[src/rtl/uart_pkg.sv]
// Shared definitions for the 12-byte command link, used by both the receive and transmit sides.
package uart_pkg;
   localparam int CMD_BYTES = 12;
   localparam int DATA_BITS = 8;

   typedef enum logic [1:0] {
      IDLE  = 2'd0,
      START = 2'd1,
      DATA  = 2'd2,
      STOP  = 2'd3
   } uart_rx_state_t;

   typedef logic [CMD_BYTES-1:0][7:0] cmd_buf_t;
endpackage

[src/rtl/uart_rx_sync.sv]
// Two-flop synchroniser for an asynchronous serial line with falling-edge detect.
// All flops reset to 1 so an idle-high line never produces a spurious edge.
module uart_rx_sync (
   input  logic clk,
   input  logic rst,
   input  logic d,
   output logic q,
   output logic fall
);
   logic r_meta;
   logic r_q;
   logic r_prev;

   // synchronise the line and keep one cycle of history for the edge detector
   always_ff @(posedge clk or posedge rst) begin
      if (rst) begin
         r_meta <= 1'b1;
         r_q    <= 1'b1;
         r_prev <= 1'b1;
      end else begin
         r_meta <= d;
         r_q    <= r_meta;
         r_prev <= r_q;
      end
   end

   assign q    = r_q;
   assign fall = r_prev & ~r_q;
endmodule

[src/rtl/uart_receive.sv]
// 8N1 receiver that reassembles 12-byte commands; only complete, well-framed packets reach cmd_buf.
// Framing errors and over-long inter-byte gaps drop the partial packet and raise a one-clock flag.
module uart_receive
   import uart_pkg::*;
#(
   parameter int CLKS_PER_BIT = 16,
   parameter int GAP_TIMEOUT  = 16
) (
   input  logic     clk,
   input  logic     rst,
   input  logic     data_in,
   output cmd_buf_t cmd_buf,
   output logic     cmd_valid,
   output logic     frame_err,
   output logic     timeout_err,
   output logic     busy
);
   localparam int CNT_W = $clog2(CLKS_PER_BIT);
   localparam int GAP_W = $clog2(GAP_TIMEOUT * CLKS_PER_BIT + 1);
   localparam logic [CNT_W-1:0] HALF_LAST = CNT_W'(CLKS_PER_BIT / 2 - 1);
   localparam logic [CNT_W-1:0] BIT_LAST  = CNT_W'(CLKS_PER_BIT - 1);
   localparam logic [GAP_W-1:0] GAP_LAST  = GAP_W'(GAP_TIMEOUT * CLKS_PER_BIT - 1);
   localparam logic [3:0]       LAST_BYTE = 4'(CMD_BYTES - 1);

   logic w_rx;
   logic w_fall;

   uart_rx_state_t   r_state;
   logic [CNT_W-1:0] r_clk_cnt;
   logic [2:0]       r_bit_cnt;
   logic [3:0]       r_byte_idx;
   logic [GAP_W-1:0] r_gap_cnt;
   logic [7:0]       r_shift;
   cmd_buf_t         r_asm;
   cmd_buf_t         r_cmd_buf;
   logic             r_cmd_valid;
   logic             r_frame_err;
   logic             r_timeout_err;
   logic             r_busy;

   uart_rx_sync u_sync (
      .clk  (clk),
      .rst  (rst),
      .d    (data_in),
      .q    (w_rx),
      .fall (w_fall)
   );

   // frame FSM, bit/byte/gap counters, assembly buffer and registered outputs
   always_ff @(posedge clk or posedge rst) begin
      if (rst) begin
         r_state       <= IDLE;
         r_clk_cnt     <= '0;
         r_bit_cnt     <= 3'd0;
         r_byte_idx    <= 4'd0;
         r_gap_cnt     <= '0;
         r_shift       <= 8'd0;
         r_asm         <= '0;
         r_cmd_buf     <= '0;
         r_cmd_valid   <= 1'b0;
         r_frame_err   <= 1'b0;
         r_timeout_err <= 1'b0;
         r_busy        <= 1'b0;
      end else begin
         r_cmd_valid   <= 1'b0;
         r_frame_err   <= 1'b0;
         r_timeout_err <= 1'b0;
         case (r_state)
            IDLE: begin
               // a start edge beats a timeout landing on the same clock
               if (w_fall) begin
                  r_state   <= START;
                  r_bit_cnt <= 3'd0;
                  r_clk_cnt <= '0;
                  r_busy    <= 1'b1;
               end else if (r_byte_idx != 4'd0) begin
                  if (r_gap_cnt == GAP_LAST) begin
                     r_timeout_err <= 1'b1;
                     r_byte_idx    <= 4'd0;
                     r_gap_cnt     <= '0;
                     r_busy        <= 1'b0;
                  end else begin
                     r_gap_cnt <= r_gap_cnt + GAP_W'(1);
                  end
               end else begin
                  r_gap_cnt <= r_gap_cnt;
               end
            end
            START: begin
               if (r_clk_cnt == HALF_LAST) begin
                  r_clk_cnt <= '0;
                  if (!w_rx) begin
                     r_state <= DATA;
                  end else begin
                     r_state <= IDLE;
                     r_busy  <= (r_byte_idx != 4'd0);
                  end
               end else begin
                  r_clk_cnt <= r_clk_cnt + CNT_W'(1);
               end
            end
            DATA: begin
               if (r_clk_cnt == BIT_LAST) begin
                  r_clk_cnt          <= '0;
                  r_shift[r_bit_cnt] <= w_rx;
                  r_bit_cnt          <= r_bit_cnt + 3'd1;
                  if (r_bit_cnt == 3'd7) begin
                     r_state <= STOP;
                  end
               end else begin
                  r_clk_cnt <= r_clk_cnt + CNT_W'(1);
               end
            end
            STOP: begin
               if (r_clk_cnt == BIT_LAST) begin
                  r_clk_cnt <= '0;
                  r_state   <= IDLE;
                  r_gap_cnt <= '0;
                  if (w_rx) begin
                     r_asm[r_byte_idx] <= r_shift;
                     if (r_byte_idx == LAST_BYTE) begin
                        r_cmd_buf             <= r_asm;
                        r_cmd_buf[CMD_BYTES-1] <= r_shift;
                        r_cmd_valid           <= 1'b1;
                        r_byte_idx            <= 4'd0;
                        r_busy                <= 1'b0;
                     end else begin
                        r_byte_idx <= r_byte_idx + 4'd1;
                     end
                  end else begin
                     r_frame_err <= 1'b1;
                     r_byte_idx  <= 4'd0;
                     r_busy      <= 1'b0;
                  end
               end else begin
                  r_clk_cnt <= r_clk_cnt + CNT_W'(1);
               end
            end
            default: begin
               r_state <= IDLE;
               r_busy  <= 1'b0;
            end
         endcase
      end
   end

   assign cmd_buf     = r_cmd_buf;
   assign cmd_valid   = r_cmd_valid;
   assign frame_err   = r_frame_err;
   assign timeout_err = r_timeout_err;
   assign busy        = r_busy;
endmodule
[config.mk]
export PLATFORM = sky130hd
export DESIGN_NAME = uart_receive
export DESIGN_NICKNAME = d
export VERILOG_FILES = /design/src/rtl/uart_pkg.sv /design/src/rtl/uart_rx_sync.sv /design/src/rtl/uart_receive.sv
export SDC_FILE = /design/constraint.sdc
export NUM_CORES = 1
export LEC_CHECK = 0
export ABC_AREA = 1
export BUFFER_PORTS_ARGS = -buffer_cell sky130_fd_sc_hd__buf_2
export CAP_MARGIN = 20
export CORE_MARGIN = 4
export CORE_UTILIZATION = 52
export DETAILED_ROUTE_END_ITERATION = 12
export PLACE_DENSITY = 0.75
export SETUP_SLACK_MARGIN = 0.2
export SLEW_MARGIN = 30
export SYNTH_ARGS = -nofsm -noshare
export SYNTH_HDL_FRONTEND = slang
export SYNTH_SLANG_ARGS = --single-unit
export TNS_END_PERCENT = 100
[constraint.sdc]
create_clock -name clk -period 6.3 [get_ports clk]
set_clock_uncertainty 0.1 [all_clocks]
set_input_delay 0 -clock clk [delete_from_list [all_inputs] [get_ports clk]]
set_output_delay 0 -clock clk [all_outputs]
set_load 0.05 [all_outputs]
; ---- Word level (Yosys, flattened, before mapping)
; Cells that the tools add are included.
[word_totals]
ff_bits = 229
inputBits = 3
out_inout_bits = 100
wordCells = 135
[classes]
addsub = 4
magnitude_cmp = 4
eq_ne = 20
muxes = 52
bitwise_logic = 2
reduce_logical = 16
[op_table]
columns = op, n
row1 = bitwise mux 96 bit, 1
row2 = two-way mux 4 bit, 9
row3 = two-way mux 9 bit, 4
row4 = demux 8 bit (select 4 bit), 1
row5 = two-way mux 1 bit, 20
row6 = one-hot mux 9 bit (2 select lines), 1
row7 = "!= test 2 bit, second input constant", 7
row8 = two-way mux 2 bit, 6
row9 = one-hot mux 4 bit (3 select lines), 1
row10 = AND reduction 5 bit, 2
row11 = "adder 9 x 1 -> 9 bit, second input constant", 1
row12 = "== test 9 x 8 -> 1 bit, second input constant", 1
row13 = "adder 4 x 1 -> 4 bit, second input constant", 2
row14 = bitwise mux 8 bit, 1
row15 = "== test 4 bit, second input constant", 2
row16 = two-way mux 8 bit, 1
row17 = one-hot mux 2 bit (4 select lines), 1
row18 = one-hot mux 4 bit (2 select lines), 1
row19 = AND reduction 4 bit, 2
row20 = AND reduction 7 bit, 1
row21 = two-way mux 3 bit, 2
row22 = "!= test 3 x 2 -> 1 bit, second input constant", 2
row23 = one-hot mux 3 bit (2 select lines), 1
row24 = AND reduction 3 bit, 2
row25 = other kinds (22), 26

; ---- Depth between registers and ports, before layout
[logic_depth]
ltp_word = 5
depth_mapped = 10
ltp_nobuf = 9

; ---- Cells and area by module
; From an unflattened synthesis, not the netlist that was laid out.
[unflattened]
hier_cells = 951
area_unflattened_um2 = 8755.9
[modules_own_cells]
columns = module, n_inst, cells_each, area_each_um2, seq_area_each_um2
row1 = uart_receive, 1, 945, 8663.3, 5455.2
row2 = uart_rx_sync, 1, 6, 92.6, 78.8

; ---- Worst setup path before layout
; Ideal clock, no wire load.
[synth_path]
path_kind = register -> register
start = reg r_clk_cnt[0]
end = reg r_asm[27] (netlist name)
setup_time_ns = 0.128
arrival_time_ns = 1.492
t_required_ns = 6.072
slack_ns = 4.580
stages_incl_launch_ff = 11
path_buffers = 2
synth_period_minus_slack_ns = 1.720
path_cell_list = dfrtp_1 -> ha_1 -> nand2_2 -> nor2_4 -> nand2_2 -> nor2_4 -> buf_12 -> nand2_4 -> buf_6 -> nand2_1 -> o21ai_2
[synth_via]
elab_chain_len = 2
[synth_rtl]
columns = element, line_no
row1 = from (decl), uart_receive.sv:29  ; logic [CNT_W-1:0] r_clk_cnt;
row2 = from (signal assigned), uart_receive.sv:99  ; r_clk_cnt <= r_clk_cnt + CNT_W'(1);
row3 = from (signal assigned), uart_receive.sv:111  ; r_clk_cnt <= r_clk_cnt + CNT_W'(1);
row4 = from (signal assigned), uart_receive.sv:136  ; r_clk_cnt <= r_clk_cnt + CNT_W'(1);
row5 = == test 4 bit, uart_receive.sv:115  ; if (r_clk_cnt == BIT_LAST) begin
row6 = AND reduction 3 bit (no source line), --
row7 = "to (signal, indexed assignment)", uart_receive.sv:120  ; r_asm[r_byte_idx] <= r_shift;
row8 = to (decl), uart_receive.sv:34  ; cmd_buf_t r_asm;
; Every way passes these cells.
; A chain may end at the register's enable or synchronous reset.

; ---- Worst setup path after layout
[layout_path]
start = reg r_byte_idx[0]
end = reg r_cmd_buf, in the netlist cmd_buf[7]
[layout_via]
elab_chain_len = 2
[layout_rtl]
columns = element, line_no
row1 = from (decl), uart_receive.sv:31  ; logic [3:0] r_byte_idx;
row2 = from (signal assigned), uart_receive.sv:128  ; r_byte_idx <= r_byte_idx + 4'd1;
row3 = == test 4 bit, uart_receive.sv:121  ; if (r_byte_idx == LAST_BYTE) begin
row4 = AND reduction 4 bit (no source line), --
row5 = to (signal assigned), uart_receive.sv:122  ; r_cmd_buf <= r_asm;
row6 = "to (signal, indexed assignment)", uart_receive.sv:123  ; r_cmd_buf[CMD_BYTES-1] <= r_shift;
row7 = to (decl), uart_receive.sv:35  ; cmd_buf_t r_cmd_buf;
; Every way passes these cells.

==> results.md <==
- Die Wd: about 140 um
- CTS buffer count: 23
- Tmin final: 3.18 ns
- Peak VDD IR: approximately 0.00032 V
- Post-route DRC: 0
- CP most frequent cell: nand2_1
- Synth cell types: 33
- Setup TNS: 0 ns
- Worst min path class: input port to async pin
- Routed wire length: around 19,000 um
- DIE HEIGHT: 138 um
- Initial antenna violation count: 0
- Via/cell ratio: just over 5
- Worst Reg-to-Reg Cells: 8
- Vias in the first global route: about 6,000
- Core Rows: 47
- Final GP Congestion: between 0.7 and 0.8
- Crit path cell chain: ha_1 > nand3_1 > nor2_1 > nand2_8 > inv_2 > buf_4 > nand2_1 > nand2_1
- Status: completed
- Worst-skew pair later-pin latency: around 0.50 ns
- Filler instances: ~1,400
- Syn_nets: 950
- TritonRoute pass-1 iters: 5
- Fmax: approximately 0.31 GHz
- CP Depth: 8
- Syn Area/Cell: roughly 9.4 um2
- Clk sink count: ~220
- Synthesized flop and latch total: between 200 and 250
- Worst-margin pin slew: 0.737 ns
- Max Slew Vio Count: 0
- Starting Density: 53.0%
- PwrDens: a little over 300 nW/um2
- Final Hold Viols: 0
- Final number of setup-violating endpoints: 0
- Largest net degree at the start of global routing: around 110
- Kind of critical path: register to register
- CP max stage delay: slightly above 0.6 ns
- Crit path to: cmd_buf[7]
- Antenna diodes: 0
- Root Driver: clkbuf_16
- Placed inst area: approximately 9400 um2
- Vias post-DR: approximately 6,400
- DP HPWL: 11,600 um
- First-pass GRT wire length: ~30,000 um
- Critical path's slowest cell: buf_4
- Layout area overhead: 15.9%
- CTS Buffer Depth: 3
- Remaining antenna violation count: 0
- Worst EP arrival: 3.51 ns
- Drt wl/cell: between 10 and 15 um
- WP buf/inv: 2
- DR iter-0 viols: 492
- Sequential share of the synthesized area: a little over three fifths
- Period Utilization, post-route: ~50%
- Clock transition at path regs: around 0.06 ns
- Htree depth: 1
- Nets@finish: approximately 1,000
- FF-to-FF Start: r_byte_idx[0]
- WP data required: approximately 6.6 ns
- CP top delay family: buffers and inverters
- Synthesized instance count: around 940
- R2r endpoint: cmd_buf[7]
- Remaining Overflow, GRT: 0
- Core ar.: roughly 17,000 um2
- RSZ-0062 raised after global routing: no
- Worst Setup End Kind: register
- Port Buffers: 102
- Layout cells sized above 1: between 10% and 20%
- Boundary Pins: 103
- TritonCTS clock tree: built
- Worst Setup Start Kind: register
- Gr usage total: between 10% and 20%
- Non-Filler Cell Area, Final: between 10,000 and 15,000 um2
- Syn. warnings: 0
- Critical path launch point: r_byte_idx[0]
- Full die area: between 15,000 and 20,000 um2
- Leakage: 0.00555 uW
- Post-Syn Area: 8780 um2
- Max_slew headroom: approximately 50%
- Reg2reg setup slack: 3.12 ns
- Max Cap Viol: 0
- Max FO, Critical Path: about 110
==> worst min-delay path: stages <==
cell and delay, ns:
dlygate4sd3_1 0.53, buf_2 0.13, clkinvlp_4 0.38
==> per-layer routing <==
metal / global-route usage [%] / wire length (um) / vias up
met2: 32.1 / 8880 / 148
met1: 27.6 / 8200 / 3045
met3: 3.45 / 960 / 36
met5: 0 / 0 / -
met4: 5.98 / 485 / 0
li1: - / - / 3145
==> Yosys cell counts <==
master,number,area [um2]
nor3b_1,1,7.51
o21ai_1,58,290
o21ai_0,44,220
inv_1,31,116
nand3_1,15,75.1
xor2_1,4,35.0
nor2_2,1,6.26
buf_2,17,85.1
clkbuf_1,12,45.0
nor2_1,33,124
a22o_1,1,8.76
nand2_2,3,18.8
o21ai_2,14,123
or2_2,1,6.26
dfrtp_1,218,5460
nor3_1,3,15.0
xnor2_1,1,8.76
nand4_1,1,6.26
dfstp_2,3,78.8
or2_1,1,6.26
nor2_4,2,22.5
buf_6,8,90.1
o21bai_1,2,15.0
buf_12,1,20.0
a21oi_1,5,25.0
nand3_2,2,20.0
clkbuf_2,1,5.00
nand2_1,433,1630
o22ai_1,1,6.26
nand2_4,8,90.1
inv_2,4,15.0
ha_1,8,100
buf_4,2,15.0
==> repair_timing <==
action                    in CTS  in global routing
hold endpoints to repair      26                  0
buffers inserted               0                  0
gates resized for setup        0                  0
hold buffers                   2                  0
==> state kept, by name, indices dropped and copies added (netlist names), named ones only <==
register	cells
r_gap_cnt	9
r_bit_cnt	3
r_shift	8
cmd_valid	1
r_state	1
u_sync.q	1
r_clk_cnt	4
r_asm	88
u_sync.r_meta	1
frame_err	1
r_byte_idx	4
busy	1
cmd_buf	96
u_sync.r_prev	1
timeout_err	1
==> logic make-up (layout without fill, tap and decap cells) <==
| logic type | after synthesis | count (layout) | share of synthesized area (%) |
|---|---|---|---|
| AO/OA/AOI/OAI | 125 | 125 | 7.84 |
| adder cells (fa/ha/maj) | 8 | 8 | 1.14 |
| flip-flops | 221 | 221 | 63.0 |
| AND/OR/NAND/NOR | 504 | 504 | 23.0 |
| XOR/XNOR | 5 | 5 | 0.499 |
| buffers and inverters | 76 | 183 | 4.46 |
==> worst min-delay path by stage <==
stage | to | slack, ns | cells past startpoint
floorplan | u_sync.r_meta | -0.1 | 0
global placement | r_asm[53] | -0.02 | 2
detailed placement | r_asm[53] | -0.02 | 2
CTS | r_asm[53] | 0.01 | 3
global route | r_asm[53] | 0.06 | 3
finish | r_asm[53] | 0.002 | 3
==> per-stage QoR <==
stage	utilization (%)	worst slack [ns]	hold slack (ns)	power, uW	cells
final	61.4	3.12	0.00154	3150	1266
after global routing	61.4	2.84	0.0621	3280	1266
after CTS	61.3	3.11	0.00957	3170	1266
after detailed placement	56.4	3.15	-0.0174	1770	1224
after global placement	56.4	2.99	-0.0200	1770	1224
after floorplan	-	3.32	-0.0955	1710	939
==> cells in the final DEF, fill, tap and decap left out, drive strengths merged <==
| master | netlist | final |
|---|---|---|
| nand2 | 444 | 444 |
| dfrtp | 218 | 218 |
| o21ai | 116 | 116 |
| buf | 28 | 106 |
| nor2 | 36 | 36 |
| clkbuf | 13 | 36 |
| inv | 35 | 35 |
| nand3 | 17 | 17 |
| ha | 8 | 8 |
| a21oi | 5 | 5 |
| xor2 | 4 | 4 |
| nor3 | 3 | 3 |
| bufinv | 0 | 3 |
| dfstp | 3 | 3 |
| o21bai | 2 | 2 |
| dlygate4sd3 | 0 | 2 |
| or2 | 2 | 2 |
| a22o | 1 | 1 |
| nor3b | 1 | 1 |
| nand4 | 1 | 1 |
| clkinvlp | 0 | 1 |
| o22ai | 1 | 1 |
| xnor2 | 1 | 1 |
==> area by class of cell <==
type                            instances  area [um2]  area share (%)
Clock inverter                          4        98.8           0.971
Multi-Input combinational cell        642        2870            28.2
Tap cell                              220         275            2.70
Sequential cell                       221        5530            54.4
Timing Repair Buffer                  108         568            5.58
Inverter                               35         135            1.33
Clock buffer                           36         694            6.82
==> power by group <==
group / switching (uW) / leakage, uW / internal [uW] / total [uW]
sequential: 35.9 / 0.00307 / 1460 / 1490
combinational: 178 / 0.00209 / 76.6 / 254
clock: 525 / 0.000388 / 876 / 1400
(Power assumes the default switching activity.)
